===== config.mk =====
export PLATFORM = sky130hd
export DESIGN_NAME = bp_debug_ctrl
export DESIGN_NICKNAME = d
export VERILOG_FILES = /design/src/rtl/bp_debug_ctrl.sv
export SDC_FILE = /design/constraint.sdc
export NUM_CORES = 1
export LEC_CHECK = 0
export CAP_MARGIN = 20
export CORE_ASPECT_RATIO = 0.8
export CORE_MARGIN = 1
export CORE_UTILIZATION = 54
export CTS_BUF_LIST = sky130_fd_sc_hd__clkbuf_16
export DETAILED_ROUTE_END_ITERATION = 8
export PLACE_DENSITY = 0.81
export SYNTH_ARGS = -nofsm -noshare
export SYNTH_HDL_FRONTEND = slang
export SYNTH_SLANG_ARGS = --single-unit

===== constraint.sdc =====
create_clock -name clk -period 2.85 [get_ports clk]
set_input_delay 0.57 -clock clk [delete_from_list [all_inputs] [get_ports clk]]
set_output_delay 0.57 -clock clk [all_outputs]
set_load 0.02 [all_outputs]

===== src/rtl/bp_debug_ctrl.sv =====
// Breakpoint responder: holds the CPU on stall_breakpoint, releases it with a one-cycle continue_sig pulse.
// Latency: halt 1 edge, auto-release 2 edges, button 2+DEBOUNCE_CYCLES+1 edges; no backpressure.
module bp_debug_ctrl #(
    parameter int DEBOUNCE_CYCLES = 50000,
    parameter int CNT_W           = 16
) (
    input  logic        clk,
    input  logic        rst,
    input  logic        stall_breakpoint,
    input  logic        btn_continue,
    input  logic        auto_continue,
    output logic        continue_sig,
    output logic        halted,
    output logic [15:0] hit_count,
    output logic [31:0] halt_cycles
);

    typedef enum logic [1:0] {
        ST_RUN     = 2'd0,
        ST_HALTED  = 2'd1,
        ST_RELEASE = 2'd2
    } state_e;

    localparam logic [CNT_W-1:0] DEB_LAST = CNT_W'(DEBOUNCE_CYCLES - 1);

    logic             btn_s1_q, btn_s2_q;
    logic             deb_lvl_q, deb_lvl_d;
    logic [CNT_W-1:0] deb_cnt_q, deb_cnt_d;
    logic             press_q, press_d;

    state_e           state_q, state_d;
    logic             cont_q, cont_d;
    logic [15:0]      hit_cnt_q, hit_cnt_d;
    logic [31:0]      halt_cnt_q, halt_cnt_d;

    // Debounce: the synchronized level must differ from the accepted level for
    // DEBOUNCE_CYCLES consecutive samples before it is taken; press marks 0->1 acceptance.
    always_comb begin
        deb_lvl_d = deb_lvl_q;
        deb_cnt_d = deb_cnt_q;
        press_d   = 1'b0;
        if (btn_s2_q == deb_lvl_q) begin
            deb_cnt_d = '0;
        end else if (deb_cnt_q == DEB_LAST) begin
            deb_lvl_d = btn_s2_q;
            deb_cnt_d = '0;
            press_d   = btn_s2_q;
        end else begin
            deb_cnt_d = deb_cnt_q + CNT_W'(1);
        end
    end

    always_comb begin
        state_d    = state_q;
        cont_d     = 1'b0;
        hit_cnt_d  = hit_cnt_q;
        halt_cnt_d = halt_cnt_q;
        case (state_q)
            ST_RUN: begin
                if (stall_breakpoint) begin
                    state_d    = ST_HALTED;
                    hit_cnt_d  = (hit_cnt_q == 16'hFFFF) ? hit_cnt_q : hit_cnt_q + 16'd1;
                    halt_cnt_d = 32'd1;
                end
            end
            ST_HALTED: begin
                halt_cnt_d = (halt_cnt_q == 32'hFFFF_FFFF) ? halt_cnt_q : halt_cnt_q + 32'd1;
                // A flushed breakpoint wins over a release request in the same cycle.
                if (!stall_breakpoint) begin
                    state_d = ST_RUN;
                end else if (press_q || auto_continue) begin
                    state_d = ST_RELEASE;
                    cont_d  = 1'b1;
                end
            end
            ST_RELEASE: begin
                if (!stall_breakpoint) begin
                    state_d = ST_RUN;
                end
            end
            default: begin
                state_d = ST_RUN;
            end
        endcase
    end

    always_ff @(posedge clk) begin
        if (rst) begin
            btn_s1_q   <= 1'b0;
            btn_s2_q   <= 1'b0;
            deb_lvl_q  <= 1'b0;
            deb_cnt_q  <= '0;
            press_q    <= 1'b0;
            state_q    <= ST_RUN;
            cont_q     <= 1'b0;
            hit_cnt_q  <= 16'd0;
            halt_cnt_q <= 32'd0;
        end else begin
            btn_s1_q   <= btn_continue;
            btn_s2_q   <= btn_s1_q;
            deb_lvl_q  <= deb_lvl_d;
            deb_cnt_q  <= deb_cnt_d;
            press_q    <= press_d;
            state_q    <= state_d;
            cont_q     <= cont_d;
            hit_cnt_q  <= hit_cnt_d;
            halt_cnt_q <= halt_cnt_d;
        end
    end

    assign continue_sig = cont_q;
    assign halted       = (state_q != ST_RUN);
    assign hit_count    = hit_cnt_q;
    assign halt_cycles  = halt_cnt_q;

endmodule


==> reports/results.tsv <==
stage	metric	value	unit
die	die_area	0.00686	mm^2
yosys	synth_top_cell_by_area	dfxtp_1	
setup_path	worstSetupStartpointType	flop	
sta	min_period	2460	ps
clock_tree	clk-insertion-delay-late	340	ps
outcome	run_status	complete, no violations	
yosys	synth.yosys.seq_area_share	40.3	%
yosys	leading_cell_type_by_number_of_instances_after_synthesis	dfxtp_1	
drt	drtPass1Iterations	5	
power	internal-power	1630	uW
sta	rsz0062_at_grt	false	
drt	drt_wl_total	9140	um
sta	final_hold_viol_count	0	
sta	fin_worst_hold_slack	467	ps
yosys	synth_area_leaders	dfxtp_1 (40%), nor2_1 (6.5%), xor2_1 (5.2%), nand2_1 (3.6%), nand3_1 (3.5%)	
yosys	synth_cell_types	55	
setup_path	cp.required	3080	ps
die	start_util	57.8	%
grt	wire_length_of_the_first_global_routing_pass	14800	um
die	num_rows	25	
power	p_clk_share	47.1	%
clock_tree	postCtsSetupBuffers	0	
grt	grt_start_max_net_pins	34	
sta	setup-violations-final	0	
grt	grt_antenna_before_repair	0	
die	core-area	0.00610	mm^2
sta	worst_clock_skew	7.31	ps
setup_path	critPathCaptureType	flop	
drt	detailroute.via_count	3424	
sta	worst-slew-pin-transition	810	ps
clock_tree	clock_tree_from_tritoncts	yes	
setup_path	timing.critical_path.to	halt_cycles[9]$_SDFFE_PP0P_	
yosys	synthesis.area_per_instance	8.48	um^2
yosys	synth_top_area_share	40.3	%
yosys	number_of_nets_produced_by_synthesis	424	
power	share_seq_of_total_power	47.2	%
power	leakage	0.00152	uW
yosys	yosysWarningCount	0	
yosys	yosys_most_used_dff	dfxtp_1	
final_layout	antenna_cells	0	
setup_path	timing_worst_setup_path_type	flop to flop	
placed_design	hpwl	6330	um
power	power_density	484	mW/mm^2
setup_path	r2r_path_start	halt_cycles[0]$_SDFFE_PP0P_	
clock_tree	clockBufferDepth	2	
final_layout	fin_nets	482	
drt	via_per_inst	6.11	
power	p_comb_share	5.6	%
grt	globalRouteTotalUtil	27.5	%
placed_design	detailedPlace.worstSlack	351	ps
placed_design	place_congestion	0.992	
setup_path	timing.rr.end	halt_cycles[9]$_SDFFE_PP0P_	
sta	worst_slack	388	ps
sta	final_max_slew_viol_count	0	
clock_tree	cts.sinks	71	
die	floorplan.io_pins	55	
drt	drt_iter0_markers	194	
placed_design	portBuffers	54	
sta	slew_headroom	45.5	%
setup_path	startpoint	halt_cycles[0]$_SDFFE_PP0P_	
power	switching_power	518	uW
yosys	async_reset_ff_share	0	%
drt	detail_route.drc_violations	0	
grt	first_global_vias	3078	
clock_tree	post_cts_hold_buffer_count	0	
yosys	synth_enable_flop_cells	0	
clock_tree	clk_pin_slew	60	ps
setup_path	worst_r2r_path_depth	6	
setup_path	r2r_setup_slack	390	ps
setup_path	timing.critical_path.arrival	2700	ps
min_path	min_path_type	flop to flop	
sta	setup_tns_final	0	ps
yosys	ys_top_cells_by_count	dfxtp_1 (71), nor2_1 (61), nand2_1 (34), nand3_1 (25), xor2_1 (21)	
sta	period_share	86.4	%
power	switching_share	24.2	%
yosys	syn-cell-area	0.00353	mm^2
clock_tree	cts_resized	0	
die	horizontal_die_dimension	92.4	um
final_layout	final_layout_size_suffix_gt1_share	7.52	%
power	ir_drop	0.000317	V
setup_path	critical_path_fanout_max	7	
setup_path	crit_path_cell_trace	ha_1 -> nand4_1 -> or4_4 -> o41ai_4 -> o21ai_0 -> o41ai_1	
yosys	synthesis.instances	416	
setup_path	crit_path_max_incr_delay	640	ps
clock_tree	clk_root_buf	clkbuf_16	
die	die_h	74.3	um
clock_tree	cts_made_buffers	9	
drt	post_detailed_route_count_of_antenna_violating_nets	0	
sta	clock.fmax	0.406	GHz
clock_tree	cts-htree-levels	3	
final_layout	syn_to_final_growth	25.5	%
yosys	total_of_flip_flops_plus_latches_after_synthesis	71	
drt	route.detailed.wl_per_inst	16.3	um
grt	grt.overflow.total	0	
job	max-cap-violations	0	
setup_path	crit_path_top_delay_cell	or4_4	
## how the worst min path moves through the flow
stage / from / endpoint / slack (ps) / cells past startpoint
after global routing: btn_s1_q$_SDFF_PP0_ / btn_s2_q$_SDFF_PP0_ / 490 / 1
after detailed placement: deb_cnt_q[0]$_SDFF_PP0_ / deb_cnt_q[0]$_SDFF_PP0_ / 460 / 1
after global placement: btn_s1_q$_SDFF_PP0_ / btn_s2_q$_SDFF_PP0_ / 420 / 1
after floorplan: btn_s1_q$_SDFF_PP0_ / btn_s2_q$_SDFF_PP0_ / 410 / 1
final: deb_cnt_q[0]$_SDFF_PP0_ / deb_cnt_q[0]$_SDFF_PP0_ / 470 / 1
after CTS: deb_cnt_q[0]$_SDFF_PP0_ / deb_cnt_q[0]$_SDFF_PP0_ / 470 / 1
## worst max-delay path, delay by kind of cell (launching register included)
| kind | cells | cell delay [ps] |
|---|---|---|
| compound gates | 3 | 810 |
| fa+ha+maj | 1 | 280 |
| flops | 1 | 410 |
| simple gates | 2 | 860 |
## final cells by class
cell class | count | area, um^2
Fill cell | 494 | 1670
Clock inverter | 7 | 41.3
Tap cell | 81 | 101
Multi-Input combinational cell | 321 | 2000
Timing Repair Buffer | 64 | 616
Sequential cell | 71 | 1420
Clock buffer | 9 | 225
Inverter | 7 | 26.3
## kinds of logic after synthesis
group | Yosys count | synth area share (%)
xor gates and xnor gates | 34 | 8.44
buffers and inverters | 24 | 3.12
DFF | 71 | 40.3
adders and majority gates | 3 | 1.06
and+or+nand+nor | 208 | 30.9
muxes | 5 | 1.42
AOI/OAI and AO/OA | 71 | 14.8
## routing by layer
layer	vias up	GRT usage, %	part of all wire (%)
met5	-	0	0
met4	0	10.4	1.3
li1	1647	-	-
met1	1605	36.9	46
met2	157	43.1	45
met3	15	7.06	7.6
## registers in the layout, indices dropped and copies added (netlist names)
signal	cells
btn_s1_q	1
btn_s2_q	1
continue_sig	1
deb_cnt_q	16
deb_lvl_q	1
halt_cycles	32
hit_count	16
press_q	1
state_q	2
## cell usage in the layout (no fill, tap or decap), drive strengths merged, types with 10 or more instances in the layout
master,count
a21oi,15
a31oi,12
and3,12
buf,10
clkdlybuf4s50,54
dfxtp,71
nand2,35
nand3,26
nand4,17
nor2,61
nor3,10
o21ai,10
xnor2,13
xor2,21
## power by group through the flow
stage	clock, uW	combinational, uW	sequential (uW)
global placement	0	115	1030
finish	1010	121	1010
floorplan	0	67.6	1040
global route	1060	129	1010
CTS	1020	120	1010
detailed placement	0	118	1030
## stage by stage
stage	area (um^2)	utilization, %	cells	power (uW)
2_1_floorplan	3530	-	416	1110
4_1_cts	4430	72.6	560	2150
5_1_grt	4430	72.6	560	2200
3_3_place_gp	4160	68.2	544	1150
6_report	4430	72.6	560	2140
3_5_place_dp	4160	68.2	544	1150
Note: power is estimated with default switching activity, not from simulation.
